[src/rtl/fpnew_pkg.sv]
// Exception-status encoding of the FPU result path (NV is the MSB, NX the LSB).
package fpnew_pkg;

    typedef struct packed {
        logic NV;
        logic DZ;
        logic OF;
        logic UF;
        logic NX;
    } status_t;

endpackage

[src/rtl/fp_wb_pkg.sv]
// Shared types for the FP writeback path: one buffered FPU result per entry.
package fp_wb_pkg;

    localparam int unsigned WB_DATAWIDTH = 32;
    localparam int unsigned NUM_FREGS    = 32;

    typedef logic [4:0] freg_addr_t;

    typedef struct packed {
        logic [WB_DATAWIDTH-1:0] data;
        freg_addr_t              rd;
        fpnew_pkg::status_t      status;
    } wb_entry_t;

endpackage

[src/rtl/fp_wb_fifo.sv]
// DEPTH-entry synchronous FIFO of writeback entries; the head is read combinationally
// and registered by the consumer. Caller never pushes when full or pops when empty.
module fp_wb_fifo
    import fp_wb_pkg::*;
#(
    parameter int unsigned DEPTH = 4
) (
    input  logic                     clk_i,
    input  logic                     rst_ni,
    input  logic                     flush_i,
    input  logic                     push_i,
    input  logic                     pop_i,
    input  wb_entry_t                push_entry_i,
    output wb_entry_t                head_o,
    output logic                     full_o,
    output logic                     empty_o,
    output logic [$clog2(DEPTH):0]   count_o
);

    localparam int unsigned PW = $clog2(DEPTH);

    wb_entry_t         r_mem [DEPTH];
    logic [PW-1:0]     r_wr_ptr;
    logic [PW-1:0]     r_rd_ptr;
    logic [PW:0]       r_count;

    always_ff @(posedge clk_i) begin
        if (push_i && !flush_i) begin
            r_mem[r_wr_ptr] <= push_entry_i;
        end
    end

    // Pointers are exactly log2(DEPTH) wide, so increments wrap on their own.
    always_ff @(posedge clk_i) begin
        if (!rst_ni || flush_i) begin
            r_wr_ptr <= '0;
            r_rd_ptr <= '0;
            r_count  <= '0;
        end else begin
            if (push_i) begin
                r_wr_ptr <= r_wr_ptr + PW'(1);
            end
            if (pop_i) begin
                r_rd_ptr <= r_rd_ptr + PW'(1);
            end
            case ({push_i, pop_i})
                2'b10:   r_count <= r_count + (PW+1)'(1);
                2'b01:   r_count <= r_count - (PW+1)'(1);
                default: r_count <= r_count;
            endcase
        end
    end

    assign head_o  = r_mem[r_rd_ptr];
    assign full_o  = (r_count == (PW+1)'(DEPTH));
    assign empty_o = (r_count == '0);
    assign count_o = r_count;

endmodule

[src/rtl/fp_writeback.sv]
// FP result writeback: buffers FPU results, writes them to the FP register file,
// tracks pending destinations for issue hazards and accumulates sticky fflags.
module fp_writeback
    import fp_wb_pkg::*;
#(
    parameter int unsigned DATAWIDTH = WB_DATAWIDTH,
    parameter int unsigned DEPTH     = 4
) (
    input  logic                 clk_i,
    input  logic                 rst_ni,
    input  logic                 issue_valid_i,
    output logic                 issue_ready_o,
    input  logic [4:0]           issue_rs1_i,
    input  logic [4:0]           issue_rs2_i,
    input  logic [4:0]           issue_rs3_i,
    input  logic [4:0]           issue_rd_i,
    output logic                 hazard_o,
    input  logic                 fpu_valid_i,
    output logic                 fpu_ready_o,
    input  logic [DATAWIDTH-1:0] fpu_result_i,
    input  logic [4:0]           fpu_tag_i,
    input  fpnew_pkg::status_t   fpu_status_i,
    input  logic                 wb_stall_i,
    input  logic                 flush_i,
    input  logic                 fflags_clr_i,
    output logic                 fregwrite_o,
    output logic [4:0]           frd_o,
    output logic [DATAWIDTH-1:0] writeback_data_o,
    output logic [4:0]           fflags_o,
    output logic                 busy_o
);

    localparam int unsigned CW = $clog2(DEPTH) + 1;

    logic [NUM_FREGS-1:0]  r_pending;
    logic                  r_fregwrite;
    logic [4:0]            r_frd;
    logic [DATAWIDTH-1:0]  r_wb_data;
    logic [4:0]            r_fflags;

    wb_entry_t             w_push_entry;
    wb_entry_t             w_head;
    logic                  w_full;
    logic                  w_empty;
    logic [CW-1:0]         w_count;
    logic                  w_push;
    logic                  w_pop;
    logic                  w_issue;
    logic [NUM_FREGS-1:0]  w_set_vec;
    logic [NUM_FREGS-1:0]  w_clr_vec;

    // Hazard looks only at registered pending bits: a clear is seen one cycle later.
    assign hazard_o      = r_pending[issue_rs1_i] | r_pending[issue_rs2_i]
                         | r_pending[issue_rs3_i] | r_pending[issue_rd_i];
    assign issue_ready_o = rst_ni & ~hazard_o;
    assign fpu_ready_o   = rst_ni & ~w_full;

    assign w_issue = issue_valid_i & issue_ready_o & ~flush_i;
    assign w_push  = fpu_valid_i & fpu_ready_o;
    assign w_pop   = ~w_empty & ~wb_stall_i & ~flush_i;

    assign w_push_entry = '{data: fpu_result_i, rd: fpu_tag_i, status: fpu_status_i};

    fp_wb_fifo #(
        .DEPTH (DEPTH)
    ) u_fifo (
        .clk_i        (clk_i),
        .rst_ni       (rst_ni),
        .flush_i      (flush_i),
        .push_i       (w_push),
        .pop_i        (w_pop),
        .push_entry_i (w_push_entry),
        .head_o       (w_head),
        .full_o       (w_full),
        .empty_o      (w_empty),
        .count_o      (w_count)
    );

    for (genvar gi = 0; gi < NUM_FREGS; gi++) begin : g_score
        assign w_set_vec[gi] = w_issue & (issue_rd_i == freg_addr_t'(gi));
        assign w_clr_vec[gi] = w_pop & (w_head.rd == freg_addr_t'(gi));
    end

    // Set is applied after clear so a same-edge issue of the popped register stays pending.
    always_ff @(posedge clk_i) begin
        if (!rst_ni || flush_i) begin
            r_pending <= '0;
        end else begin
            r_pending <= (r_pending & ~w_clr_vec) | w_set_vec;
        end
    end

    always_ff @(posedge clk_i) begin
        if (!rst_ni) begin
            r_fregwrite <= 1'b0;
            r_frd       <= '0;
            r_wb_data   <= '0;
            r_fflags    <= '0;
        end else if (flush_i) begin
            r_fregwrite <= 1'b0;
        end else begin
            r_fregwrite <= w_pop;
            if (w_pop) begin
                r_frd     <= w_head.rd;
                r_wb_data <= w_head.data;
                r_fflags  <= (fflags_clr_i ? 5'b0 : r_fflags) | w_head.status;
            end else if (fflags_clr_i) begin
                r_fflags <= '0;
            end
        end
    end

    assign fregwrite_o      = r_fregwrite;
    assign frd_o            = r_frd;
    assign writeback_data_o = r_wb_data;
    assign fflags_o         = r_fflags;
    assign busy_o           = (w_count != '0) | (|r_pending);

endmodule

[config.mk]
export PLATFORM = sky130hd
export DESIGN_NAME = fp_writeback
export DESIGN_NICKNAME = d
export VERILOG_FILES = /design/src/rtl/fpnew_pkg.sv /design/src/rtl/fp_wb_pkg.sv /design/src/rtl/fp_wb_fifo.sv /design/src/rtl/fp_writeback.sv
export SDC_FILE = /design/constraint.sdc
export NUM_CORES = 1
export LEC_CHECK = 0
export BUFFER_PORTS_ARGS = -buffer_cell sky130_fd_sc_hd__clkbuf_2
export CORE_UTILIZATION = 35
export DETAILED_ROUTE_END_ITERATION = 10
export GPL_ROUTABILITY_DRIVEN = 0
export REMOVE_ABC_BUFFERS = 1
export SETUP_SLACK_MARGIN = 0.4
export SLEW_MARGIN = 20
export SYNTH_ARGS = -nofsm -noshare
export SYNTH_HDL_FRONTEND = slang
export SYNTH_SLANG_ARGS = --single-unit
[constraint.sdc]
create_clock -name clk_i -period 4.5 [get_ports clk_i]
set_input_delay 0.9 -clock clk_i [delete_from_list [all_inputs] [get_ports clk_i]]
set_output_delay 0.9 -clock clk_i [all_outputs]
set_load 0.01 [all_outputs]
== After elaboration in Yosys (flattened, before gate mapping) ==
Memory sizes are Yosys's and may differ from the RTL's. A register that Yosys moved wholly into a read port is not among the register bits.
Cells that the tools add are included.
Storage, ports and cells
  register bits after elaboration: 82
  RAM bits: 168
  output and inout bits: 47
  word-level logic and storage cells: 194
  memories: 1
Memories
  u_fifo.r_mem: depth 4, bits a word 42, read ports 1, clocked after memory_dff 1, wr ports 1, line fp_wb_fifo.sv:22  | wb_entry_t r_mem [DEPTH];
Operators by class
  $add $sub $neg: 4
  order comparisons: 4
  equal/unequal tests: 65
  mux-type cells: 15
  bitwise logic cells: 85
  reduce and logical (&&, ||, !) cells: 12
Operator list (count)
  5-bit equality test (second input constant): 32
  5-bit by 4-bit equality test with 1-bit output (second input constant): 16
  1-bit AND: 71
  5-bit by 3-bit equality test with 1-bit output (second input constant): 8
  32-bit AND: 1
  32-bit inverter: 1
  32-bit OR: 1
  32-bit OR reduction: 1
  5-bit by 6-bit less-than comparator with 1-bit output (second input constant): 4
  1-bit binary-select mux with 5-bit select: 4
  5-bit by 2-bit equality test with 1-bit output (second input constant): 4
  5-bit by 1-bit equality test with 1-bit output (second input constant): 2
  5-bit logical NOT: 2
  5-bit 2-to-1 mux: 2
  1-bit 2-to-1 mux: 6
  1-bit inverter: 6
  3-bit case mux with 2 select lines: 1
  5-bit OR: 1
  2-bit by 1-bit adder with 2-bit output (second input constant): 2
  2-bit 2-to-1 mux: 2
  1-bit OR: 4
  3-bit by 1-bit adder with 3-bit output (second input constant): 1
  3-bit equality test (second input constant): 1
  3-bit logical NOT: 1
  10 further kinds: 11

== Longest topological paths before layout ==
Gate-level depths: netlist of run 1.
  word-level depth: 11
  depth in mapped cells: 11
  mapped depth without buffers: 9

== Hierarchy ==
Synthesis of run 1 repeated with hierarchy kept, for this count alone.
Second synthesis, totals
  cell total of the unflattened synthesis: 745
  area total of the unflattened synthesis: 10777.8 µm²
Modules (own cells, without submodules)
  fp_wb_fifo: times used 1, cells each 269, area an instance 6557.5 µm², sequential area each 5225.0 µm²
  fp_writeback: times used 1, cells each 476, area an instance 4220.3 µm², sequential area each 1501.4 µm²

== Least setup slack after synthesis of run 1 ==
OpenSTA, ideal clock, no wires.
  path type: input port to output port
  from: in issue_rs3_i[0]
  to: out issue_ready_o
  arrival: 2.970 ns
  data required time: 3.600 ns
  slack: 0.630 ns
  stages on the path: 9
  path buffers: 3
  cell sequence: buf_6 > mux4_1 > mux2_2 > nand3_2 > o211ai_1 > or4_1 > buf_2 > buf_6 > nor3_2
On the way
  word-level cells in the longest chain between the ends: 6
RTL lines
  start: declaration: line fp_writeback.sv:15  | input logic [4:0] issue_rs3_i,
  1-bit binary-select mux with 5-bit select: line fp_writeback.sv:54  | | r_pending[issue_rs3_i] | r_pending[issue_rd_i];
  1-bit 2-to-1 mux (not written as such): line fp_writeback.sv:54
  1-bit OR (2 in a row): line fp_writeback.sv:54
  1-bit inverter: line fp_writeback.sv:55  | assign issue_ready_o = rst_ni & ~hazard_o;
  1-bit AND: line fp_writeback.sv:55
  end: declaration: line fp_writeback.sv:12  | output logic issue_ready_o,
Every way passes these cells. The select of a mux whose other input is x is not followed.

== Worst setup path after layout of run 1 ==
  from: in issue_rs3_i[0]
  to: out hazard_o
On the way
  word-level cells in the longest chain between the ends: 4
RTL lines
  1-bit binary-select mux with 5-bit select: line fp_writeback.sv:54
  1-bit 2-to-1 mux (not written as such): line fp_writeback.sv:54
  1-bit OR (2 in a row): line fp_writeback.sv:54
  end: declaration: line fp_writeback.sv:17  | output logic hazard_o,
Every way passes these cells. The select of a mux whose other input is x is not followed.

==> impl_metrics.toml, run 1 <==
[grt]
track_usage_pct = 16.9
grt_pass1_vias = 7076
grt_overflow_total = 0
grt_pass1_wl_um = 40700
antenna_found_initial = 1
grt_max_degree = 43

[sta]
finalSetupTns_ns = 0
fmax_mhz = 250
hold_violations = 0
rsz0062_at_grt = "false"
post-route-period-util_pct = 88.7
whs_ns = 0.455
clock_skew_ns = 0.00858
final-max-slew-violation-count = 0
tightestPinTransition_ns = 1.06
relSlewSlack_pct = 29.0
setup_viol = 0
fin_crit_ns = 3.99

[critical_path]
worstPathArrival_ns = 3.09
crit_fanout = 8
ff2ff_setup_slack_ns = 1.91
critPathLaunchType = "primary input"
cp.required_ns = 3.60
cp-end-kind = "primary output"
critPathKind = "in -> out"

[layout]
fillers = 2802
multiInputGateArea_um2 = 3730
fin_nets = 959
fin_area_um2 = 12500
areaGrowthSynthToFinish_pct = 16.2
drive_above_1_share_pct = 26.5
seq_area_um2 = 6730

[yosys]
synth_top_cell_area_share_pct = 46.9
synth_edf_count = 168
syn_area_um2 = 10700
synth_cell_type_count = 53
syn-instance-count = 775
ys_seq_area_share_pct = 62.6
yosys_warnings = 0
ys_async_sr_fraction_pct = 0
synthMostInstantiatedCell = "edfxtp_1"
avgSynthCellArea_um2 = 13.9
synth_top_flop_cell = "edfxtp_1"
synth.area.top_cells = "edfxtp_1 (47%), dfxtp_1 (16%), mux4_2 (11%)"
yosys.area.top_type = "edfxtp_1"
ys_seq_elements = 252
yosys-top-cells-count = "edfxtp_1 (168), nand2_1 (97), dfxtp_1 (84)"

[floorplan]
die_w_um = 177
io_pins = 116
coreArea_um2 = 30000
start_util_pct = 35.9
fp.dieH_um = 177
fp-row-count = 63
dieArea_um2 = 31400

[power_and_ir_drop]
cellLeakagePower_nw = 4.24
peakVddDrop_uv = 339
p_per_area_nw_per_um2 = 381
internal-power_mw = 3.75
p_switching_mw = 1.01
pwr-share-seq_pct = 52.4
report.power.total_mw = 4.76
power.share.clock_pct = 42.8
netSwitchingFraction_pct = 21.3
p_comb_share_pct = 4.9

[clocking]
htree_levels = 1
clk_latency_ns = 0.53
clock_path_buffers = 3
tritoncts = "built"
clock_sinks = 252
cts.clk_slew.worst_paths_ns = 0.06
cts_made_buffers = 26
cts-root-buf = "clkbuf_16"

[routing]
route.met2.wl_um = 12700
dr.max_layer_used = "met4"
wl_met3_um = 1880
via_per_inst = 5.40
wl_met1_um = 11000
firstDrtPassIters = 4
antenna_left = 0
num_vias = 6987
drcViolationCount = 0
drt-initial-drc-count = 508
wl_per_cell_um = 20.1
routed_wl_um = 26000

[place]
io_buffers = 115
placed_cell_area_um2 = 11700
dp_hpwl_um = 17100

[worst_hold_path]
min_path_type = "reg -> reg"

[job]
maxCapViolCount = 0

[run_status]
status = "finished clean"
==> cells in the final DEF (no fill, tap or decap), types with 16 or more instances in the layout <==
cell type | Yosys | final
edfxtp_1 | 168 | 168
clkbuf_2 | 0 | 115
nand2_1 | 97 | 97
dfxtp_1 | 84 | 82
mux4_2 | 52 | 52
a21oi_1 | 42 | 42
mux2i_1 | 37 | 37
o211ai_1 | 34 | 34
o21ai_1 | 29 | 29
clkbuf_16 | 0 | 27
nor2_1 | 26 | 25
nand3_1 | 24 | 24
nand4_1 | 23 | 23
buf_4 | 1 | 16
==> critical path: stages <==
cell	delay (ns)
clkbuf_2	0.22
mux4_1	0.57
mux2_2	0.28
nand3_2	0.07
o211ai_1	0.09
or4_4	0.60
or2_1	0.24
clkbuf_2	0.12
==> metal layers <==
layer	vias to the layer above	GRT usage (%)
li1	3225	-
met1	3504	21.5
met2	224	28.7
met3	34	3.99
met4	0	4.31
met5	-	0
==> final cells by class <==
| cell class | instances | area share (%) |
|---|---|---|
| multi-input cells | 463 | 29.9 |
| diodes | 1 | 0.0200 |
| clock buffers | 38 | 5.82 |
| well taps | 390 | 3.91 |
| repair buffers | 131 | 5.57 |
| flip-flops and latches | 252 | 53.9 |
| inverters | 10 | 0.300 |
| clock inverters | 9 | 0.631 |
==> kinds of logic after synthesis <==
logic type                 synth area share [%]
AOI/OAI and AO/OA                          7.36
muxes                                      15.9
and+or+nand+nor                            10.2
buffers and inverters                      2.82
DFF                                        62.6
xor gates and xnor gates                  0.407
adders and majority gates                 0.768
==> through the flow <==
stage / cells / setup WS [ns] / util [%]
detailed placement: 1246 / 0.416 / 39.0
global placement: 1246 / 0.430 / 39.0
floorplan: 725 / 0.496 / -
global route: 1293 / 0.416 / 41.7
CTS: 1293 / 0.408 / 41.7
finish: 1294 / 0.507 / 41.7
==> power by group through the flow <==
stage          sequential [mW]  combinational, mW  clock [mW]
2_1_floorplan             2.55              0.107           0
3_3_place_gp              2.54              0.229           0
3_5_place_dp              2.54              0.231           0
4_1_cts                   2.50              0.232        2.09
5_1_grt                   2.50              0.253        2.18
6_report                  2.50              0.231        2.04
==> worst paths after layout <==
kind | startpoint | endpoint | cells after the start
min | writeback_data_o[10]$_SDFFE_PN0P_ | writeback_data_o[10]$_SDFFE_PN0P_ | 2
min reg2reg | writeback_data_o[10]$_SDFFE_PN0P_ | writeback_data_o[10]$_SDFFE_PN0P_ | 2
max | issue_rs3_i[0] | hazard_o | 8
max reg2reg | u_fifo.count_o[2]$_SDFFE_PP0P_ | u_fifo.count_o[2]$_SDFFE_PP0P_ | 9
==> sequential cells by signal, indices dropped and copies added (netlist names), named ones only <==
signal	cells
fflags_o	5
frd_o	5
fregwrite_o	1
r_pending	32
u_fifo.count_o	3
u_fifo.r_mem	168
u_fifo.r_rd_ptr	2
u_fifo.r_wr_ptr	2
writeback_data_o	32
==> what timing repair did <==
| action | 4_1_cts | 5_1_grt |
|---|---|---|
| setup buffers | 0 | 0 |
| hold buffers | 0 | 0 |
| setup endpoints to repair | 0 | 2 |
| resized for setup | 0 | 1 |
No activity file was read; power rests on OpenSTA's default activity.
==> run 2, diff against run 1 <==
==> constraint.sdc (replaced) <==
create_clock -name clk_i -period 4.5 [get_ports clk_i]
set_input_delay 1.125 -clock clk_i [delete_from_list [all_inputs] [get_ports clk_i]]
set_output_delay 1.125 -clock clk_i [all_outputs]
set_load 0.01 [all_outputs]
==> impl_metrics.toml, run 2 (synthesis results as in run 1) <==
[routing]
antenna_left = 0
drcViolationCount = 0
wl_per_cell_um = 20.1
routed_wl_um = 26200
firstDrtPassIters = 5
via_per_inst = 5.36
num_vias = 6965
drt-initial-drc-count = 472

[worst_hold_path]
hold_depth = 2
min_path_type = "reg -> reg"
min_to = "frd_o[0]$_SDFFE_PN0P_"
min-delay-start = "frd_o[0]$_SDFFE_PN0P_"

[floorplan]
coreArea_um2 = 30000
fp-row-count = 63
start_util_pct = 35.9
die_w_um = 177
fp.dieH_um = 177
dieArea_um2 = 31400
io_pins = 116

[grt]
gr-usage-met1_pct = 21.1
grt_use_met3_pct = 3.84
grt_pass1_wl_um = 40100
grt_overflow_total = 0
track_usage_pct = 16.6
top_usage_layer = "met2"
gr-usage-met2_pct = 27.9
antenna_found_initial = 0
grt_max_degree = 43
grt_pass1_vias = 6907

[sta]
fin_crit_ns = 4.22
final-max-slew-violation-count = 0
hold_violations = 0
setup_viol = 0
whs_ns = 0.454
post-route-period-util_pct = 93.8
finalSetupTns_ns = 0
rsz0062_at_grt = "true"
tightestPinTransition_ns = 0.943
clock_skew_ns = 0.0134
relSlewSlack_pct = 36.7
fmax_mhz = 237

[power_and_ir_drop]
cellLeakagePower_nw = 4.33
peakVddDrop_uv = 343
p_per_area_nw_per_um2 = 398

[critical_path]
worstPathArrival_ns = 3.10
ff2ff_setup_slack_ns = 2.03
critPathKind = "in -> out"
cp-end-kind = "primary output"
reg2reg_depth = 4
critPathLaunchType = "primary input"
cp.required_ns = 3.38
r2r-end = "r_pending[17]$_SDFF_PP0_"
crit_fanout = 4

[clocking]
clk_latency_ns = 0.52
htree_levels = 1
tritoncts = "built"
clock_path_buffers = 3
cts.clk_slew.worst_paths_ns = 0.06
cts-root-buf = "clkbuf_16"
clock_sinks = 252
cts_made_buffers = 26

[run_status]
status = "finished clean"

[layout]
fillers = 2780
drive_above_1_share_pct = 28.2
layout_commonest_cell = "edfxtp_1"
areaGrowthSynthToFinish_pct = 18.5
fin_nets = 964
antenna_cells = 0
largest_reg_flops = 168
mostFrequentLayoutCells = "edfxtp_1 (168), clkbuf_2 (111), nand2_1 (97)"
top_register = "u_fifo.r_mem"

[job]
maxCapViolCount = 0

[place]
dp_hpwl_um = 16900
io_buffers = 115
==> run 2: area by class of cell <==
type                            count  area, um2  share of cell area [%]
Inverter                           10       37.5                   0.295
Clock inverter                     20        267                    2.09
Timing Repair Buffer              136        803                    6.31
Tap cell                          390        488                    3.83
Clock buffer                       28        679                    5.33
Sequential cell                   252       6730                    52.8
Multi-Input combinational cell    463       3730                    29.3
==> run 2: worst max-delay path, cell delays in order <==
cell       delay (ns)
clkbuf_16        0.12
mux4_2           0.50
mux2_4           0.28
nand3_2          0.07
o211ai_1         0.09
or4_4            0.55
or2_1            0.23
clkbuf_2         0.13
==> run 2: stage by stage <==
step | power, mW | util, % | setup slack (ns) | cell area, um2 | std cells
after floorplan | 2.65 | - | 0.0463 | 10500 | 725
after global placement | 2.78 | 39.2 | 0.0734 | 11800 | 1251
after detailed placement | 2.78 | 39.2 | 0.0419 | 11800 | 1251
after CTS | 5.12 | 42.5 | 0.281 | 12700 | 1299
after global routing | 5.23 | 42.5 | 0.190 | 12700 | 1299
final | 5.07 | 42.5 | 0.279 | 12700 | 1299
==> run 2: how the worst max path moves through the flow <==
stage	cells after the start	end	start
after floorplan	6	hazard_o	issue_rs3_i[0]
after global placement	8	hazard_o	issue_rs3_i[0]
after detailed placement	8	hazard_o	issue_rs3_i[0]
after CTS	8	hazard_o	issue_rs3_i[0]
after global routing	8	hazard_o	issue_rs3_i[0]
final	8	hazard_o	issue_rs3_i[0]
==> run 2: repair_timing <==
item / in CTS / in global routing
endpoints found under the setup margin: 2 / 2
pin swaps: 5 / 4
resized for setup: 12 / 2
hold endpoints to repair: 0 / 0
setup buffers: 0 / 0
hold buffers: 0 / 0
==> run 2: power breakdown <==
group          switching [mW]  internal (mW)
combinational           0.151         0.0916
sequential            0.00964           2.49
clock                   0.888           1.44
==> run 2: metal layers <==
metal | vias to the layer above | share of wire [%]
met5 | - | 0
met3 | 47 | 6.8
met2 | 217 | 49
met1 | 3477 | 42
met4 | 0 | 2.1
li1 | 3224 | -
